**src/rtl/universal_shift_reg_param_if.sv**
```systemverilog
// Command/data bundle for the universal shift register.
// master drives commands and serial fills; slave is the register itself.
interface universal_shift_reg_param_if #(
    parameter int unsigned WIDTH = 8,
    parameter int unsigned AW    = $clog2(WIDTH) + 1
);
    logic             start;
    logic [2:0]       op;
    logic [AW-1:0]    amt;
    logic [WIDTH-1:0] Data_In;
    logic             MSB_In;
    logic             LSB_In;
    logic [WIDTH-1:0] Data_Out;
    logic             MSB_Out;
    logic             LSB_Out;
    logic             busy;
    logic             done;

    modport master (
        output start, op, amt, Data_In, MSB_In, LSB_In,
        input  Data_Out, MSB_Out, LSB_Out, busy, done
    );

    modport slave (
        input  start, op, amt, Data_In, MSB_In, LSB_In,
        output Data_Out, MSB_Out, LSB_Out, busy, done
    );
endinterface

```
**src/rtl/universal_shift_reg_param.sv**
```systemverilog
// Universal shift register: load/clear/hold in one cycle, shift and rotate ops
// applied one bit per clock for a saturated count of steps.
module universal_shift_reg_param #(
    parameter int unsigned WIDTH = 8,
    parameter int unsigned AW    = $clog2(WIDTH) + 1
) (
    input logic                          clk,
    input logic                          rst,
    universal_shift_reg_param_if.slave   bus
);
    localparam int unsigned CW = $clog2(WIDTH + 1);

    typedef enum logic [0:0] {StIdle, StShift} state_e;

    state_e           state_q, state_d;
    logic [CW-1:0]    cnt_q, cnt_d;
    logic [2:0]       op_q, op_d;
    logic [WIDTH-1:0] data_q, data_d;
    logic             done_q, done_d;
    logic [CW-1:0]    n_eff;

    function automatic logic [WIDTH-1:0] step(input logic [2:0]       o,
                                              input logic [WIDTH-1:0] d,
                                              input logic             msb,
                                              input logic             lsb);
        case (o)
            3'd1:    return {msb, d[WIDTH-1:1]};
            3'd2:    return {d[WIDTH-2:0], lsb};
            3'd4:    return {d[0], d[WIDTH-1:1]};
            3'd5:    return {d[WIDTH-2:0], d[WIDTH-1]};
            3'd6:    return {d[WIDTH-1], d[WIDTH-1:1]};
            default: return d;
        endcase
    endfunction

    // Counts beyond the register width saturate to WIDTH.
    always_comb begin
        if (32'(bus.amt) > WIDTH) begin
            n_eff = CW'(WIDTH);
        end else begin
            n_eff = CW'(bus.amt);
        end
    end

    always_comb begin
        state_d = state_q;
        cnt_d   = cnt_q;
        op_d    = op_q;
        data_d  = data_q;
        done_d  = 1'b0;
        case (state_q)
            StIdle: begin
                if (bus.start) begin
                    op_d = bus.op;
                    case (bus.op)
                        3'd0: done_d = 1'b1;
                        3'd3: begin
                            data_d = bus.Data_In;
                            done_d = 1'b1;
                        end
                        3'd7: begin
                            data_d = '0;
                            done_d = 1'b1;
                        end
                        default: begin
                            // First step lands on the accepting edge itself.
                            if (n_eff == '0) begin
                                done_d = 1'b1;
                            end else begin
                                data_d = step(bus.op, data_q, bus.MSB_In, bus.LSB_In);
                                if (n_eff == CW'(1)) begin
                                    done_d = 1'b1;
                                end else begin
                                    state_d = StShift;
                                    cnt_d   = n_eff - CW'(1);
                                end
                            end
                        end
                    endcase
                end
            end
            StShift: begin
                data_d = step(op_q, data_q, bus.MSB_In, bus.LSB_In);
                if (cnt_q <= CW'(1)) begin
                    state_d = StIdle;
                    cnt_d   = '0;
                    done_d  = 1'b1;
                end else begin
                    cnt_d = cnt_q - CW'(1);
                end
            end
            default: state_d = StIdle;
        endcase
    end

    always_ff @(posedge clk or negedge rst) begin
        if (!rst) begin
            state_q <= StIdle;
            cnt_q   <= '0;
            op_q    <= 3'd0;
            data_q  <= '0;
            done_q  <= 1'b0;
        end else begin
            state_q <= state_d;
            cnt_q   <= cnt_d;
            op_q    <= op_d;
            data_q  <= data_d;
            done_q  <= done_d;
        end
    end

    assign bus.Data_Out = data_q;
    assign bus.MSB_Out  = data_q[WIDTH-1];
    assign bus.LSB_Out  = data_q[0];
    assign bus.busy     = (state_q == StShift);
    assign bus.done     = done_q;
endmodule

```
**src/flat_wrapper.sv**
```systemverilog
// flat-port wrapper written by rule: the top's interface ports become plain ports
module universal_shift_reg_param_flat 
#(
    parameter int unsigned WIDTH = 8,
    parameter int unsigned AW    = $clog2(WIDTH) + 1
)
  (clk, rst, bus_start, bus_op, bus_amt, bus_Data_In, bus_MSB_In, bus_LSB_In, bus_Data_Out, bus_MSB_Out, bus_LSB_Out, bus_busy, bus_done);
  universal_shift_reg_param_if #(.WIDTH(WIDTH), .AW(AW)) bus_i ();
  input logic clk;
  input logic rst;
  input wire logic [$bits(bus_i.start)-1:0] bus_start;
  input wire logic [$bits(bus_i.op)-1:0] bus_op;
  input wire logic [$bits(bus_i.amt)-1:0] bus_amt;
  input wire logic [$bits(bus_i.Data_In)-1:0] bus_Data_In;
  input wire logic [$bits(bus_i.MSB_In)-1:0] bus_MSB_In;
  input wire logic [$bits(bus_i.LSB_In)-1:0] bus_LSB_In;
  output wire logic [$bits(bus_i.Data_Out)-1:0] bus_Data_Out;
  output wire logic [$bits(bus_i.MSB_Out)-1:0] bus_MSB_Out;
  output wire logic [$bits(bus_i.LSB_Out)-1:0] bus_LSB_Out;
  output wire logic [$bits(bus_i.busy)-1:0] bus_busy;
  output wire logic [$bits(bus_i.done)-1:0] bus_done;
  assign bus_i.start = bus_start;
  assign bus_i.op = bus_op;
  assign bus_i.amt = bus_amt;
  assign bus_i.Data_In = bus_Data_In;
  assign bus_i.MSB_In = bus_MSB_In;
  assign bus_i.LSB_In = bus_LSB_In;
  assign bus_Data_Out = bus_i.Data_Out;
  assign bus_MSB_Out = bus_i.MSB_Out;
  assign bus_LSB_Out = bus_i.LSB_Out;
  assign bus_busy = bus_i.busy;
  assign bus_done = bus_i.done;
  universal_shift_reg_param #(.WIDTH(WIDTH), .AW(AW)) u_core (.clk(clk), .rst(rst), .bus(bus_i));
endmodule
```
**config.mk**
```make
export PLATFORM = sky130hd
export DESIGN_NAME = universal_shift_reg_param_flat
export DESIGN_NICKNAME = d
export VERILOG_FILES = /design/src/rtl/universal_shift_reg_param_if.sv /design/src/rtl/universal_shift_reg_param.sv /design/src/flat_wrapper.sv
export SDC_FILE = /design/constraint.sdc
export NUM_CORES = 1
export LEC_CHECK = 0
export CAP_MARGIN = 20
export CORE_MARGIN = 8
export CORE_UTILIZATION = 40
export DETAILED_ROUTE_END_ITERATION = 10
export HOLD_SLACK_MARGIN = 0.03
export PLACE_DENSITY = 0.74
export SLEW_MARGIN = 15
export SYNTH_ARGS = -nofsm -noshare
export SYNTH_HDL_FRONTEND = slang
export SYNTH_SLANG_ARGS = --single-unit
```
**constraint.sdc**
```tcl
create_clock -name clk -period 2.5 [get_ports clk]
set_input_delay 0.5 -clock clk [delete_from_list [all_inputs] [get_ports clk]]
set_output_delay 0.5 -clock clk [all_outputs]
set_load 0.02 [all_outputs]
```
==> results of run 1 <==
==> cells by family (layout without fill, tap and decap cells) <==
| group | Yosys count | in the layout |
|---|---|---|
| compound gates | 75 | 75 |
| flops | 17 | 17 |
| xor+xnor | 1 | 1 |
| simple gates | 62 | 62 |
| fa+ha+maj | 3 | 3 |
| mux | 6 | 6 |
| buf+inv | 29 | 48 |
==> final timing paths <==
path	start	to	slack, ns
max in group asynchronous	rst	u_core.cnt_q[0]	1.73
worst min-delay path	rst	u_core.bus.Data_Out[4]	0.57
worst min register to register	u_core.cnt_q[0]	u_core.cnt_q[0]	0.64
worst max-delay path	bus_amt[3]	u_core.cnt_q[0]	0.44
min in group clk	u_core.cnt_q[0]	u_core.cnt_q[0]	0.64
worst max register to register	u_core.op_q[2]	u_core.bus.Data_Out[6]	0.69
==> per-stage QoR <==
stage | instance area (um2) | cells | total power [mW] | hold slack (ns)
CTS | 1910 | 260 | 2.22 | 0.576
global placement | 1860 | 256 | 1.99 | 0.618
finish | 1910 | 260 | 2.20 | 0.569
detailed placement | 1860 | 256 | 2.00 | 0.644
floorplan | 1550 | 193 | 1.64 | 0.204
global route | 1910 | 260 | 2.41 | 0.586
==> where the power goes <==
part           internal [mW]  switching [mW]
Combinational          0.642           0.648
Clock                  0.113          0.0941
Sequential             0.410           0.293
Total                   1.17            1.04
==> state kept, by name (all words and copies together), names as in the netlist <==
register,count
u_core.bus.Data_Out,8
u_core.cnt_q,4
u_core.op_q,3
u_core.bus.busy,1
u_core.bus.done,1
==> metal layers <==
metal,up-vias,global-route usage (%),wire length (um)
li1,768,-,-
met2,58,21.6,1950
met4,0,3.89,46
met5,-,0,0
met1,765,16.4,1670
met3,8,3.87,305
==> critical path: stages <==
cell and delay (ns):
clkdlybuf4s50_1 0.46, nand2b_1 0.17, ha_1 0.23, a21oi_1 0.22, o2111ai_2 0.26, mux2i_1 0.22
o22ai_1 0.11
==> layout make-up <==
| class | count | area share (%) |
|---|---|---|
| Clock buffer | 4 | 2.36 |
| Timing Repair Buffer | 38 | 19.0 |
| Sequential cell | 17 | 22.3 |
| Multi-Input combinational cell | 147 | 52.0 |
| Tap cell | 48 | 3.15 |
| Inverter | 6 | 1.18 |
==> cells in the final DEF (no fill, tap or decap), types with 3 or more instances in the layout <==
cell type        netlist  final
o221ai_1               5      5
nand2_1               19     19
clkbuf_8               0      3
inv_1                  5      5
a221oi_1               3      3
a21oi_1               15     15
mux2i_1                5      5
dfrtp_1               17     17
nor3_1                 4      4
a31oi_1                5      5
or3_1                  3      3
nor2b_1               10     10
a32oi_1               11     11
a22oi_1                9      9
ha_1                   3      3
nor2_1                 5      5
a22o_1                 6      6
buf_4                  3      7
nand2b_1               5      5
clkdlybuf4s50_1        0     31
o21ai_0                8      8
==> reports/qor.csv, run 1 <==
stage,metric,value,unit
synth,Synth area leader,dfrtp_1,
drt,Final ANT Viol Nets,0,
synth,Syn Nets,216,
placement,post-detail-place hpwl,2990,um
placement,port bufs,31,
drt,vias per cell,6.15,
cells_and_area,fin util,51.7,%
sta,Hold Fails Final Rpt,0,
placement,Routability Congestion,0.858,
cells_and_area,register area,425,um2
floorplanning,IO Count,32,
synth,YS warnings,0,
drt,initial drt markers,113,
clocking,Worst-Skew Late Latency,0.25,ns
global_route,global-route wire length before repair,6820,um
cells_and_area,nets@finish,236,
sta,FMAX,486,MHz
floorplanning,Die X,78.3,um
synth,ranking of synthesized cells by area,"dfrtp_1, a32oi_1, a21oi_1",
run_status,status,"complete, no violations",
clocking,CTS clock-pin slew for the worst setup and hold paths,0.07,ns
synth,Post-Synth Simple-Gate Area,22.0,%
sta,Final Setup Violations,0,
synth,Mapped Cells,193,
synth,Synth cell types,49,
synth,"Top FF cell, synth",dfrtp_1,
synth,"count leader, synth",nand2_1,
global_route,largest net degree at the start of global routing,18,
setup_path,Required @ worst endpoint,2.61,ns
cells_and_area,area of the multi-input gates,991,um2
clocking,CTS buffer count,3,
setup_path,Worst Setup End Kind,flop,
sta,Slew @ Worst Pin,0.538,ns
placement,Place WS,0.182,ns
setup_path,depth of the worst register-to-register path,4,
power,Leakage,0.733,nW
synth,Post-synth EDFFs,0,
power,Power Dens Cells,1150,nW/um2
synth,mux cell area share after synthesis,3.95,%
synth,area share of the largest cell type after synthesis,27.4,%
setup_path,Critical Path AT,2.16,ns
cells_and_area,n_diodes,0,
power,worst vdd ir,611,uV
floorplanning,area of the core,3690,um2
clocking,CTS Root Cell,clkbuf_8,
drt,WL final,3970,um
clocking,clk sink count,17,
synth,main combinational cell family by area after synthesis,compound AO/OA/AOI/OAI gates,
min_path,Hold/Removal Path Class,in -> async,
clocking,Max Buffers Root-to-Sink,2,
drt,DR WL/cell,15.3,um
synth,adder-cell share of the synthesized area,2.42,%
sta,setup TNS after final layout,0,ns
synth,asr flop ratio synth,100,%
drt,Pre-antenna DRT Iters,4,
flow_run,max_cap viols,0,
sta,headroom to the max-slew limit,63.8,%
setup_path,critical path type,in -> reg,
floorplanning,die height,78.3,um
floorplanning,row cnt,22,
clocking,TritonCTS clock tree,done,
synth,Compound-Gate Fraction of Synth Area,34.9,%
sta,RSZ-0062 raised after global routing,no,
sta,Setup Skew,0.00564,ns
setup_path,Critical Path Fanout Max,5,
clocking,CTS resizes,0,
floorplanning,die area,6130,um2
sta,period utilization,82.2,%
clocking,H-tree Lvls,1,
clocking,Post-CTS Hold Buffers,0,
clocking,total setup buffers inserted after CTS,0,
global_route,GRT Residual Overflow,0,
cells_and_area,share of layout cells above drive strength 1,8.02,%
synth,"FF+latch count, synth",17,
sta,Final Max Slew Viols,0,
floorplanning,Starting Density,42.1,%
cells_and_area,Fillers,364,
global_route,vias in the first global route,1429,
drt,DRC,0,
setup_path,Worst setup SP type,input pin,
drt,DR vias,1599,
synth,Synth Area in XOR/XNOR,0.565,%
synth,Syn Std Cell Area,1550,um2
sta,setup ws final,0.444,ns
global_route,Global Route Usage Sum,13.2,%
sta,min Tclk post-route,2.06,ns
cells_and_area,area delta synth->final,22.9,%
synth,synth cell count leaders,"nand2_1, dfrtp_1, a21oi_1",
synth,sequential area share after synthesis,27.4,%
synth,Mean Syn Cell Area,8.04,um2
global_route,initial antenna violation count,0,
No activity file was read; power rests on OpenSTA's default activity.
==> run 2, diff against run 1 <==
PLACE_DENSITY = 0.76   (was 0.74)
clock period = 1.8 ns   (was 2.5 ns; I/O delays follow)
==> reports/qor.csv, run 2 (synthesized netlist as in run 1, its figures left out) <==
stage,metric,value,unit
clocking,CTS Root Cell,clkbuf_8,
cells_and_area,max reg flops,8,
global_route,initial antenna violation count,0,
floorplanning,IO Count,32,
clocking,H-tree Lvls,1,
global_route,Global Route Usage Sum,15.1,%
cells_and_area,register area,427,um2
global_route,global-route wire length before repair,7790,um
clocking,CTS clock-pin slew for the worst setup and hold paths,0.07,ns
floorplanning,Die X,78.3,um
sta,min Tclk post-route,1.77,ns
setup_path,critical path's top delay family,buffers and inverters,
clocking,total setup buffers inserted after CTS,0,
sta,Hold Fails Final Rpt,0,
floorplanning,die height,78.3,um
drt,DR WL/cell,15.9,um
global_route,largest net degree at the start of global routing,20,
placement,Routability Congestion,0.897,
power,Seq pwr share,22.1,%
sta,RSZ-0062 raised after global routing,no,
setup_path,"Buf+Inv Stages, Crit Path",1,
sta,Fin Hold WS,0.423,ns
min_path,Hold/Removal Path Class,in -> async,
clocking,Worst-Skew Late Latency,0.26,ns
clocking,Post-CTS Hold Buffers,0,
setup_path,crit-path cells,clkdlybuf4s50_1,
power,Net Switching,1.59,mW
flow_run,max_cap viols,0,
placement,post-detail-place hpwl,3410,um
cells_and_area,"commonest non-fill, non-tap cell in the layout",buf_4,
sta,Setup Skew,0.00469,ns
floorplanning,area of the core,3690,um2
drt,Final ANT Viol Nets,0,
power,Cell Int Power,1.89,mW
clocking,TritonCTS clock tree,done,
setup_path,Critical Path AT,1.41,ns
drt,DRC,0,
setup_path,Required @ worst endpoint,1.44,ns
cells_and_area,area delta synth->final,42.0,%
setup_path,Worst Setup End Kind,primary output,
cells_and_area,area of the multi-input gates,1050,um2
cells_and_area,"commonest non-fill, non-tap cells in the layout","buf_4, clkdlybuf4s50_1, nand2_1, dfrtp_1, a21oi_1",
sta,Slew @ Worst Pin,0.521,ns
placement,port bufs,31,
drt,Pre-antenna DRT Iters,4,
setup_path,"Slowest-stage cell, CP",clkdlybuf4s50_1,
cells_and_area,Fillers,338,
clocking,clk sink count,17,
cells_and_area,nets@finish,267,
drt,vias per cell,5.92,
floorplanning,die area,6130,um2
drt,initial drt markers,159,
setup_path,r2r startpoint,u_core.op_q[2],
setup_path,Critical Path Fanout Max,7,
sta,Final Setup Violations,0,
setup_path,Critical path origin,u_core.bus.Data_Out[7],
run_status,status,"complete, no violations",
power,switch share,45.7,%
cells_and_area,share of layout cells above drive strength 1,24.3,%
setup_path,slowest cell delay on critical path,0.66,ns
drt,WL final,4630,um
sta,period utilization,98.3,%
setup_path,Worst setup SP type,flop,
setup_path,critical path type,reg -> out,
power,total chip power,3.48,mW
global_route,GRT Residual Overflow,0,
power,Leakage,0.946,nW
clocking,Max Buffers Root-to-Sink,2,
floorplanning,row cnt,22,
drt,DR vias,1722,
sta,FMAX,565,MHz
power,Power Dens Cells,1580,nW/um2
floorplanning,Starting Density,42.1,%
power,clock power share,8.6,%
power,combinational power share,69.3,%
sta,Final Max Slew Viols,0,
sta,headroom to the max-slew limit,65.0,%
global_route,vias in the first global route,1660,
power,worst vdd ir,1170,uV
cells_and_area,n_diodes,0,
clocking,CTS buffer count,3,
[run 2: cell types whose count changed in the layout (fill, tap and decap cells not counted), sizes merged]
cell,change
buf,+30
clkbuf,-1
clkdlybuf4s50,-7
clkinv,+1
dlygate4sd2,+2
dlymetal6s2s,+5
or2,+1
[run 2: power groups by stage]
stage / Clock, mW / Sequential, mW / Combinational, mW
2_1_floorplan: 0 / 0.829 / 1.45
3_3_place_gp: 0 / 0.768 / 2.29
3_5_place_dp: 0 / 0.769 / 2.34
4_1_cts: 0.310 / 0.767 / 2.39
5_1_grt: 0.326 / 0.789 / 2.66
6_report: 0.299 / 0.769 / 2.42
[run 2: through the flow]
stage	std cells	setup WS (ns)	setup TNS, ns	area (um2)	utilization (%)
after floorplan	193	0.123	0	1550	-
after global placement	286	-0.300	-3.26	2090	56.6
after detailed placement	286	-0.361	-3.79	2090	56.6
after CTS	291	-0.00977	-0.00977	2170	58.8
after global routing	291	0.00634	0	2200	59.7
final	291	0.0314	0	2200	59.7
[run 2: path summary, 6_finish.rpt]
check	cells past startpoint	end	slack, ns
setup / recovery	1	bus_MSB_Out	0.03
hold / removal	2	u_core.bus.Data_Out[1]	0.42
setup reg to reg	4	u_core.bus.Data_Out[6]	0.11
hold reg to reg	2	u_core.cnt_q[0]	0.64
max in group asynchronous	2	u_core.bus.Data_Out[0]	1.17
min in group clk	4	u_core.cnt_q[3]	0.56
[run 2: routing by layer]
layer / vias to the layer above / share of wire [%] / GRT usage, %
met5: - / 0 / 0
met4: 0 / 1.9 / 5.37
li1: 837 / - / -
met3: 11 / 7.5 / 3.99
met2: 73 / 48 / 24.6
met1: 801 / 42 / 18.7
[run 2: repair_timing]
item / 4_1_cts / 5_1_grt
gates cloned: 1 / 0
endpoints found under the setup margin: 11 / 13
resized for setup: 8 / 10
pin swaps: 2 / 0
[run 2: area by class of cell]
type                            count  share of cell area (%)
Clock inverter                      1                   0.227
Inverter                            6                    1.02
Sequential cell                    17                    19.4
Clock buffer                        3                    1.87
Multi-Input combinational cell    148                    47.6
Timing Repair Buffer               68                    27.1
Tap cell                           48                    2.73
